==> src/rtl/lsu_ctrl.sv <==
// lsu_ctrl -- load/store sequencer between the control unit and a
// single-beat memory port.
//
// A one-cycle start in IDLE samples is_store/funct3/addr/wdata. Legal,
// aligned requests drive a registered memory request until mem_ack; the
// returned word is lane-selected and sign/zero-extended into rdata. Illegal
// or misaligned requests skip memory and complete with err=1.
//
// Ports
//   clk, rst_n            clock, async active-low reset
//   start                 one-cycle request (honoured only in IDLE)
//   is_store, funct3      operation and RISC-V size/sign code
//   addr, wdata           byte address, store data
//   busy                  high whenever not IDLE
//   done, err             one-cycle completion pulse, fault flag
//   rdata                 extended load result (0 for stores and faults)
//   mem_req, mem_we       registered memory request / write enable
//   mem_be, mem_addr      byte enables, word-aligned address
//   mem_wdata             lane-replicated store data
//   mem_ack, mem_rdata    single-cycle completion and read word
//
// Build option
//   MEM_TIMEOUT_EN        when defined, an ACCESS that sees no mem_ack for
//                         TIMEOUT_CYCLES cycles is aborted with err=1.
//
// state  | meaning
// -------+-----------------------------------------------
// IDLE   | waiting for start
// ACCESS | mem_req held, waiting for mem_ack (or timeout)
// RESP   | one-cycle done pulse, err reports any fault

module lsu_ctrl #(
   parameter int TIMEOUT_CYCLES = 16
) (
   input  logic        clk,
   input  logic        rst_n,
   input  logic        start,
   input  logic        is_store,
   input  logic [2:0]  funct3,
   input  logic [31:0] addr,
   input  logic [31:0] wdata,
   output logic        busy,
   output logic        done,
   output logic        err,
   output logic [31:0] rdata,
   output logic        mem_req,
   output logic        mem_we,
   output logic [3:0]  mem_be,
   output logic [31:0] mem_addr,
   output logic [31:0] mem_wdata,
   input  logic        mem_ack,
   input  logic [31:0] mem_rdata
);

   typedef enum logic [1:0] {
      IDLE   = 2'd0,
      ACCESS = 2'd1,
      RESP   = 2'd2
   } state_t;

   state_t      state, state_nx;
   logic [2:0]  f3_q, f3_nx;
   logic [1:0]  off_q, off_nx;
   logic        req_nx, we_nx, done_nx, err_nx;
   logic [3:0]  be_nx;
   logic [31:0] addr_nx, wd_nx, rdata_nx;

   logic        legal_op, aligned;
   logic [3:0]  be_dec;
   logic [31:0] wd_dec;
   logic [7:0]  lane_b;
   logic [15:0] lane_h;
   logic [31:0] load_ext;

`ifdef MEM_TIMEOUT_EN
   localparam int CNT_W = $clog2(TIMEOUT_CYCLES + 1);
   logic [CNT_W-1:0] tmo_cnt, tmo_cnt_nx;
   logic             tmo_hit;
   assign tmo_hit = (tmo_cnt == '0);
`endif

   assign busy = (state != IDLE);

   // request decode on the live inputs (only used when start is accepted)
   always_comb begin
      legal_op = 1'b0;
      aligned  = 1'b0;
      be_dec   = 4'b1111;
      wd_dec   = wdata;
      case (funct3)
         3'b000, 3'b001, 3'b010: legal_op = 1'b1;
         3'b100, 3'b101:         legal_op = !is_store;
         default:                legal_op = 1'b0;
      endcase
      case (funct3[1:0])
         2'b00: begin
            aligned = 1'b1;
            be_dec  = 4'b0001 << addr[1:0];
            wd_dec  = {4{wdata[7:0]}};
         end
         2'b01: begin
            aligned = !addr[0];
            be_dec  = addr[1] ? 4'b1100 : 4'b0011;
            wd_dec  = {2{wdata[15:0]}};
         end
         2'b10: begin
            aligned = (addr[1:0] == 2'b00);
            be_dec  = 4'b1111;
            wd_dec  = wdata;
         end
         default: aligned = 1'b0;
      endcase
   end

   // lane extraction uses the size code and byte offset captured at start
   always_comb begin
      lane_b = 8'h00;
      case (off_q)
         2'd0: lane_b = mem_rdata[7:0];
         2'd1: lane_b = mem_rdata[15:8];
         2'd2: lane_b = mem_rdata[23:16];
         default: lane_b = mem_rdata[31:24];
      endcase
      lane_h = off_q[1] ? mem_rdata[31:16] : mem_rdata[15:0];
      case (f3_q)
         3'b000:  load_ext = {{24{lane_b[7]}}, lane_b};
         3'b001:  load_ext = {{16{lane_h[15]}}, lane_h};
         3'b100:  load_ext = {24'h0, lane_b};
         3'b101:  load_ext = {16'h0, lane_h};
         default: load_ext = mem_rdata;
      endcase
   end

   always_comb begin
      state_nx = state;
      req_nx   = mem_req;
      we_nx    = mem_we;
      be_nx    = mem_be;
      addr_nx  = mem_addr;
      wd_nx    = mem_wdata;
      done_nx  = 1'b0;
      err_nx   = 1'b0;
      rdata_nx = rdata;
      f3_nx    = f3_q;
      off_nx   = off_q;
`ifdef MEM_TIMEOUT_EN
      tmo_cnt_nx = tmo_cnt;
`endif
      case (state)
         IDLE: begin
            if (start) begin
               rdata_nx = 32'h0;
               f3_nx    = funct3;
               off_nx   = addr[1:0];
               if (legal_op && aligned) begin
                  state_nx = ACCESS;
                  req_nx   = 1'b1;
                  we_nx    = is_store;
                  be_nx    = be_dec;
                  addr_nx  = {addr[31:2], 2'b00};
                  wd_nx    = wd_dec;
`ifdef MEM_TIMEOUT_EN
                  tmo_cnt_nx = CNT_W'(TIMEOUT_CYCLES - 1);
`endif
               end else begin
                  state_nx = RESP;
                  done_nx  = 1'b1;
                  err_nx   = 1'b1;
               end
            end
         end
         ACCESS: begin
            if (mem_ack) begin
               state_nx = RESP;
               req_nx   = 1'b0;
               done_nx  = 1'b1;
               rdata_nx = mem_we ? 32'h0 : load_ext;
            end
`ifdef MEM_TIMEOUT_EN
            // ack on the final counted cycle still wins over the abort
            else if (tmo_hit) begin
               state_nx = RESP;
               req_nx   = 1'b0;
               done_nx  = 1'b1;
               err_nx   = 1'b1;
               rdata_nx = 32'h0;
            end else begin
               tmo_cnt_nx = tmo_cnt - 1'b1;
            end
`endif
         end
         RESP: state_nx = IDLE;
         default: state_nx = IDLE;
      endcase
   end

   always_ff @(posedge clk or negedge rst_n) begin
      if (!rst_n) begin
         state     <= IDLE;
         mem_req   <= 1'b0;
         mem_we    <= 1'b0;
         mem_be    <= 4'h0;
         mem_addr  <= 32'h0;
         mem_wdata <= 32'h0;
         done      <= 1'b0;
         err       <= 1'b0;
         rdata     <= 32'h0;
         f3_q      <= 3'h0;
         off_q     <= 2'h0;
`ifdef MEM_TIMEOUT_EN
         tmo_cnt   <= '0;
`endif
      end else begin
         state     <= state_nx;
         mem_req   <= req_nx;
         mem_we    <= we_nx;
         mem_be    <= be_nx;
         mem_addr  <= addr_nx;
         mem_wdata <= wd_nx;
         done      <= done_nx;
         err       <= err_nx;
         rdata     <= rdata_nx;
         f3_q      <= f3_nx;
         off_q     <= off_nx;
`ifdef MEM_TIMEOUT_EN
         tmo_cnt   <= tmo_cnt_nx;
`endif
      end
   end

endmodule

==> config.mk <==
export PLATFORM = sky130hd
export DESIGN_NAME = lsu_ctrl
export DESIGN_NICKNAME = d
export VERILOG_FILES = /design/src/rtl/lsu_ctrl.sv
export SDC_FILE = /design/constraint.sdc
export NUM_CORES = 1
export LEC_CHECK = 0
export ABC_CLOCK_PERIOD_IN_PS = 1800
export CORE_UTILIZATION = 40
export CTS_CLUSTER_SIZE = 8
export DETAILED_ROUTE_END_ITERATION = 12
export DONT_BUFFER_PORTS = 1
export GPL_TIMING_DRIVEN = 0
export SLEW_MARGIN = 5
export SYNTH_ARGS = -nofsm -noshare
export SYNTH_HDL_FRONTEND = slang
export SYNTH_SLANG_ARGS = --single-unit
==> constraint.sdc <==
create_clock -name clk -period 1.8 [get_ports clk]
set_input_delay 0.18 -clock clk [delete_from_list [all_inputs] [get_ports clk]]
set_output_delay 0.18 -clock clk [all_outputs]
set_load 0.02 [all_outputs]
==> flow_summary.toml, run 1 <==
[timing]
fin_crit_ns = 1.731
hold_viol = 109
fmax_ghz = 0.5775
rsz0062_at_grt = "false"
setup_slack_ns = 0.06850
tightest_slew_ns = 0.8784
fin_skew_ns = 0.005172
setup_viol = 0
period_share_pct = 96.19
whs_ns = -0.4776
drv_slew = 0
tns_ns = 0
relSlewSlack_pct = 41.22

[clock_tree]
holdBufCountCts = 59
clk_pin_slew_ns = 0.07
clk_latency_ns = 0.35
clock-sinks = 109
clock_path_buffers = 2
numCtsBuffers = 9
cts_root_buf = "clkbuf_16"
h-tree-depth = 3
cts_tree = "built"

[power]
p_leak_nw = 2.737
p_per_area_mw_per_mm2 = 1339
intPower_mw = 5.227
p_sw_share_pct = 37.01
p_switching_mw = 3.071
comb_power_share_pct = 20.1
peakVddDrop_v = 0.0006046
pwr-share-seq_pct = 54.4
clock_power_share_pct = 25.5

[worst_setup_path]
rr_startpoint = "state[0]$_DFFE_PN0P_"
cp_data_arrival_time_ns = 1.95
worstSetupStartpoint = "state[0]$_DFFE_PN0P_"
cp_max_fo = 10
end_kind = "flop"
cp.required_ns = 2.02
path_class = "reg -> reg"
crit_path_start_kind = "flop"

[floorplanning]
initial_core_util_pct = 41.27
boundaryPins = 209
coreArea_sq_mm = 0.01206
die_h_um = 113.6
rows = 40
dieArea_sq_mm = 0.01289
die_w_um = 113.6

[route]
viasPerCell = 5.623
wl_per_cell_um = 20.76
drc = 0
drt-pass1-iter-count = 4
drt_iter0_markers = 263
wirelength_um = 13790
ant_nets = 0
vias = 3734

[placement]
pre_cts_slack_ns = -0.3008
io_buffer_count = 0
gp_congestion = 0.7965
dp_hpwl_um = 9534

[cells_and_area]
layout_common_cells = "dfrtp_1 (108), dlygate4sd3_1 (59), mux2_2 (46), o21ai_0 (41), nand2_1 (31)"
final_common_cell = "dfrtp_1"
syn_to_final_growth_pct = 24.46
drive_gt1_share_pct = 21.57
diodes = 0
layout.nets = 596

[grt]
grt_pass1_wl_um = 21640
grt_pass1_vias = 3991
grt_max_degree = 110
grt_overflow = 0
groute.usage.overall_pct = 22.12
antenna_found_initial = 0

[synth]
synth_seq_cells = 109
yosys_warnings = 0
syn_inst = 418
synthTopCellsByArea = "dfrtp_1 (55%), mux2_2 (10%), mux2i_1 (5.4%)"
ys_seq_area_share_pct = 54.80
async_reset_ff_share_pct = 100.0
synth_cell_types = 40
synth_flop_cell = "dfrtp_1"
synthesis.area_sq_mm = 0.004977
synth_edf_count = 0
synth_top_area_share_pct = 54.80
synth.avg_cell_area_sq_um = 11.91
synth_area_leader_cell = "dfrtp_1"

[run]
maxCapViolCount = 0

[outcome]
status = "finished with violations"
failed_checks = "negative hold slack"

[min_path]
hp-class = "in -> async"
[cells by family (layout without fill, tap and decap cells)]
family | after synthesis | after routing | synth area share (%)
AO/OA/AOI/OAI | 113 | 113 | 16.47
flip-flops | 109 | 109 | 54.80
AND/OR/NAND/NOR | 85 | 85 | 9.176
multiplexers | 74 | 74 | 16.14
buffers and inverters | 36 | 113 | 3.343
other | 1 | 2 | 0.07534
[routing by layer]
| layer | global-route usage [%] | wire length (um) | share of wire, % |
|---|---|---|---|
| met1 | 26.95 | 5358 | 39 |
| met2 | 34.31 | 6600 | 48 |
| met3 | 7.545 | 1332 | 9.7 |
| met5 | 0 | 0 | 0 |
| met4 | 12.54 | 495 | 3.6 |
[sequential cells by signal (all words and copies together), names as in the netlist]
signal	flops
mem_req	1
state	2
off_q	2
done	1
err	1
f3_q	3
mem_addr	30
mem_be	4
rdata	32
mem_we	1
mem_wdata	32
[power by group through the flow]
stage / registers, mW / logic (mW) / clock network, mW
floorplan: 4.35 / 1.22 / 0
global placement: 4.53 / 1.43 / 0
detailed placement: 4.54 / 1.50 / 0
CTS: 4.52 / 1.63 / 2.16
global route: 4.61 / 1.86 / 2.27
finish: 4.51 / 1.67 / 2.11
[final timing paths]
kind | slack (ns) | endpoint | depth (start not counted)
setup / recovery | 0.07 | rdata[18]$_DFFE_PN0P_ | 5
hold / removal | -0.48 | rdata[20]$_DFFE_PN0P_ | 0
setup reg to reg | 0.07 | rdata[18]$_DFFE_PN0P_ | 5
hold reg to reg | 0.62 | f3_q[2]$_DFFE_PN0P_ | 1
max in group asynchronous | 2.12 | mem_wdata[15]$_DFFE_PN0P_ | 0
min in group clk | 0.02 | rdata[18]$_DFFE_PN0P_ | 1
[critical path, stage by stage, from the launching register on]
cell,delay [ns]
dfrtp_2,0.47
mux2i_1,0.13
or2_2,0.27
clkbuf_1,0.18
buf_2,0.23
a221o_1,0.33
[final cells by class]
type / instances / area (sq um)
fill: 1075 / 5867
sequential: 109 / 2729
multi-input combinational: 274 / 2128
timing repair buffer: 65 / 635.6
clock buffer: 10 / 239.0
tap: 168 / 210.2
buffer: 29 / 161.4
clock inverter: 5 / 75.07
inverter: 4 / 16.27
[synthesized netlist by cell type, drive strengths merged (7+ instances only)]
library cell  count
nand2            31
nor2             13
nand2b           17
clkbuf           14
a32o             14
and2              8
mux2             47
a21oi            16
o22ai             7
dfrtp           109
a221o            17
mux2i            27
o21ai            42
buf              18
[per-stage QoR]
step / instances / util, % / instance area [sq um] / power [mW]
2_1_floorplan: 419 / - / 4981 / 5.574
3_3_place_gp: 587 / 43.04 / 5191 / 5.967
3_5_place_dp: 587 / 43.04 / 5191 / 6.039
4_1_cts: 663 / 50.91 / 6141 / 8.310
5_1_grt: 664 / 51.36 / 6195 / 8.732
6_report: 664 / 51.36 / 6195 / 8.298
[timing repair]
item,4_1_cts,5_1_grt
pin swaps,3,2
resized for setup,8,24
gates cloned,0,0
hold endpoints to repair,168,109
setup buffers,4,2
endpoints found under the setup margin,93,74
(Power assumes the default switching activity.)
==> run 2: changes to the inputs <==
MAX_ROUTING_LAYER = met4   (was not set)
==> run 2 against run 1 <==
The flow still finishes with violations (negative hold slack). Sequential share of layout area unchanged. Clock skew about the same. Count of clock-buffer cells in the layout unchanged. Worst setup slack worse by 0.0037 ns. Final cell count unchanged. Critical path type unchanged. Critical endpoint unchanged. Highest routed layer unchanged.
==> flow_summary.toml, run 2 (synthesis results as in run 1) <==
[floorplanning]
die_w_um = 113.6
dieArea_sq_mm = 0.01289
boundaryPins = 209
coreArea_sq_mm = 0.01206
initial_core_util_pct = 41.27
rows = 40
die_h_um = 113.6

[route]
route.met2.wl_um = 6603
wirelength_um = 13770
wl_met1_um = 5441
vias = 3760
drc = 0
drt_iter0_markers = 287
wl_per_cell_um = 20.73
drt-pass1-iter-count = 5
viasPerCell = 5.663
wl_met3_um = 1234
maxUsedRoutingLayer = "met4"
ant_nets = 0

[worst_setup_path]
end_kind = "flop"
cp_data_arrival_time_ns = 1.96
crit_path_start_kind = "flop"
path_class = "reg -> reg"
cp.required_ns = 2.02
cp_max_fo = 10

[outcome]
failed_checks = "negative hold slack"
status = "finished with violations"

[cells_and_area]
syn_to_final_growth_pct = 24.46
drive_gt1_share_pct = 21.57
diodes = 0
layout_common_cells = "dfrtp_1 (108), dlygate4sd3_1 (59), mux2_2 (46), o21ai_0 (41), nand2_1 (31)"
final_common_cell = "dfrtp_1"
top_regs = "mem_wdata: 32 flops, rdata: 32 flops, mem_addr: 30 flops"
layout.nets = 596

[grt]
groute.usage.overall_pct = 22.79
antenna_found_initial = 0
grt_pass1_vias = 3990
grt_max_degree = 110
grt_overflow = 0
grt_pass1_wl_um = 21620

[run]
maxCapViolCount = 0

[clock_tree]
numCtsBuffers = 9
clock_path_buffers = 2
clk_latency_ns = 0.35
holdBufCountCts = 59
cts_root_buf = "clkbuf_16"
h-tree-depth = 3
clk_pin_slew_ns = 0.07
clock-sinks = 109
cts_tree = "built"

[placement]
io_buffer_count = 0
gp_congestion = 0.8079
dp_hpwl_um = 9534
pre_cts_slack_ns = -0.3008

[timing]
fmax_ghz = 0.5763
fin_crit_ns = 1.735
period_share_pct = 96.40
rsz0062_at_grt = "false"
tightest_slew_ns = 0.8783
setup_viol = 0
drv_slew = 0
relSlewSlack_pct = 41.23
fin_skew_ns = 0.004828
setup_slack_ns = 0.06479
whs_ns = -0.4771
hold_viol = 109

[power]
p_per_area_mw_per_mm2 = 1341
peakVddDrop_v = 0.0006079
p_total_mw = 8.306
p_leak_nw = 2.737

[min_path]
hp-class = "in -> async"
==> run 2: cell counts in the layout (fill, tap and decap cells not counted) <==
Identical to the previous run, type by type.
==> run 2: report_power, final <==
group	switching, mW	total [mW]	internal (mW)	leakage, nW
registers	1.38	4.51	3.13	1.38
clock network	0.878	2.12	1.24	0.158
logic	0.819	1.67	0.853	1.20
total	3.08	8.31	5.23	2.74
==> run 2: routing by layer <==
metal	GRT usage [%]	vias to the layer above
met5	-	-
met4	12.54	0
met3	7.279	41
met2	34.35	188
met1	27.09	1862
li1	-	1669
==> run 2: repair_timing <==
| item | 4_1_cts | 5_1_grt |
|---|---|---|
| gates resized for setup | 8 | 24 |
| setup buffers | 4 | 2 |
| hold endpoints to repair | 168 | 109 |
| setup endpoints to repair | 93 | 74 |
| pin swaps | 3 | 2 |
==> run 2: stage by stage <==
step	util, %	instances	cell area, sq um	setup TNS (ns)
6_report	51.36	664	6195	0
3_5_place_dp	43.04	587	5191	-13.36
5_1_grt	51.36	664	6195	0
4_1_cts	50.91	663	6141	0
2_1_floorplan	-	419	4981	0
3_3_place_gp	43.04	587	5191	-11.34
==> run 2: area by class of cell <==
class                      instances  area (sq um)
clock inverter                     5         75.07
buffer                            29         161.4
timing repair buffer              65         635.6
clock buffer                      10         239.0
tap                              168         210.2
sequential                       109          2729
multi-input combinational        274          2128
inverter                           4         16.27
fill                            1075          5867
==> run 2: final timing paths <==
path                                 startpoint                        to  slack, ns  cells past startpoint
max                        state[0]$_DFFE_PN0P_     rdata[18]$_DFFE_PN0P_       0.06                      5
min                                       rst_n      rdata[5]$_DFFE_PN0P_      -0.48                      0
max reg2reg                state[0]$_DFFE_PN0P_     rdata[18]$_DFFE_PN0P_       0.06                      5
max in group asynchronous                 rst_n  mem_wdata[5]$_DFFE_PN0P_       2.15                      0
min reg2reg                 f3_q[2]$_DFFE_PN0P_       f3_q[2]$_DFFE_PN0P_       0.62                      1
min in group clk                  mem_rdata[18]     rdata[18]$_DFFE_PN0P_       0.02                      1
==> run 2: critical path: stages (launching register included) <==
cell and delay [ns]:
dfrtp_2 0.47, mux2i_1 0.13, or2_2 0.27, clkbuf_1 0.18
buf_2 0.23, a221o_1 0.33
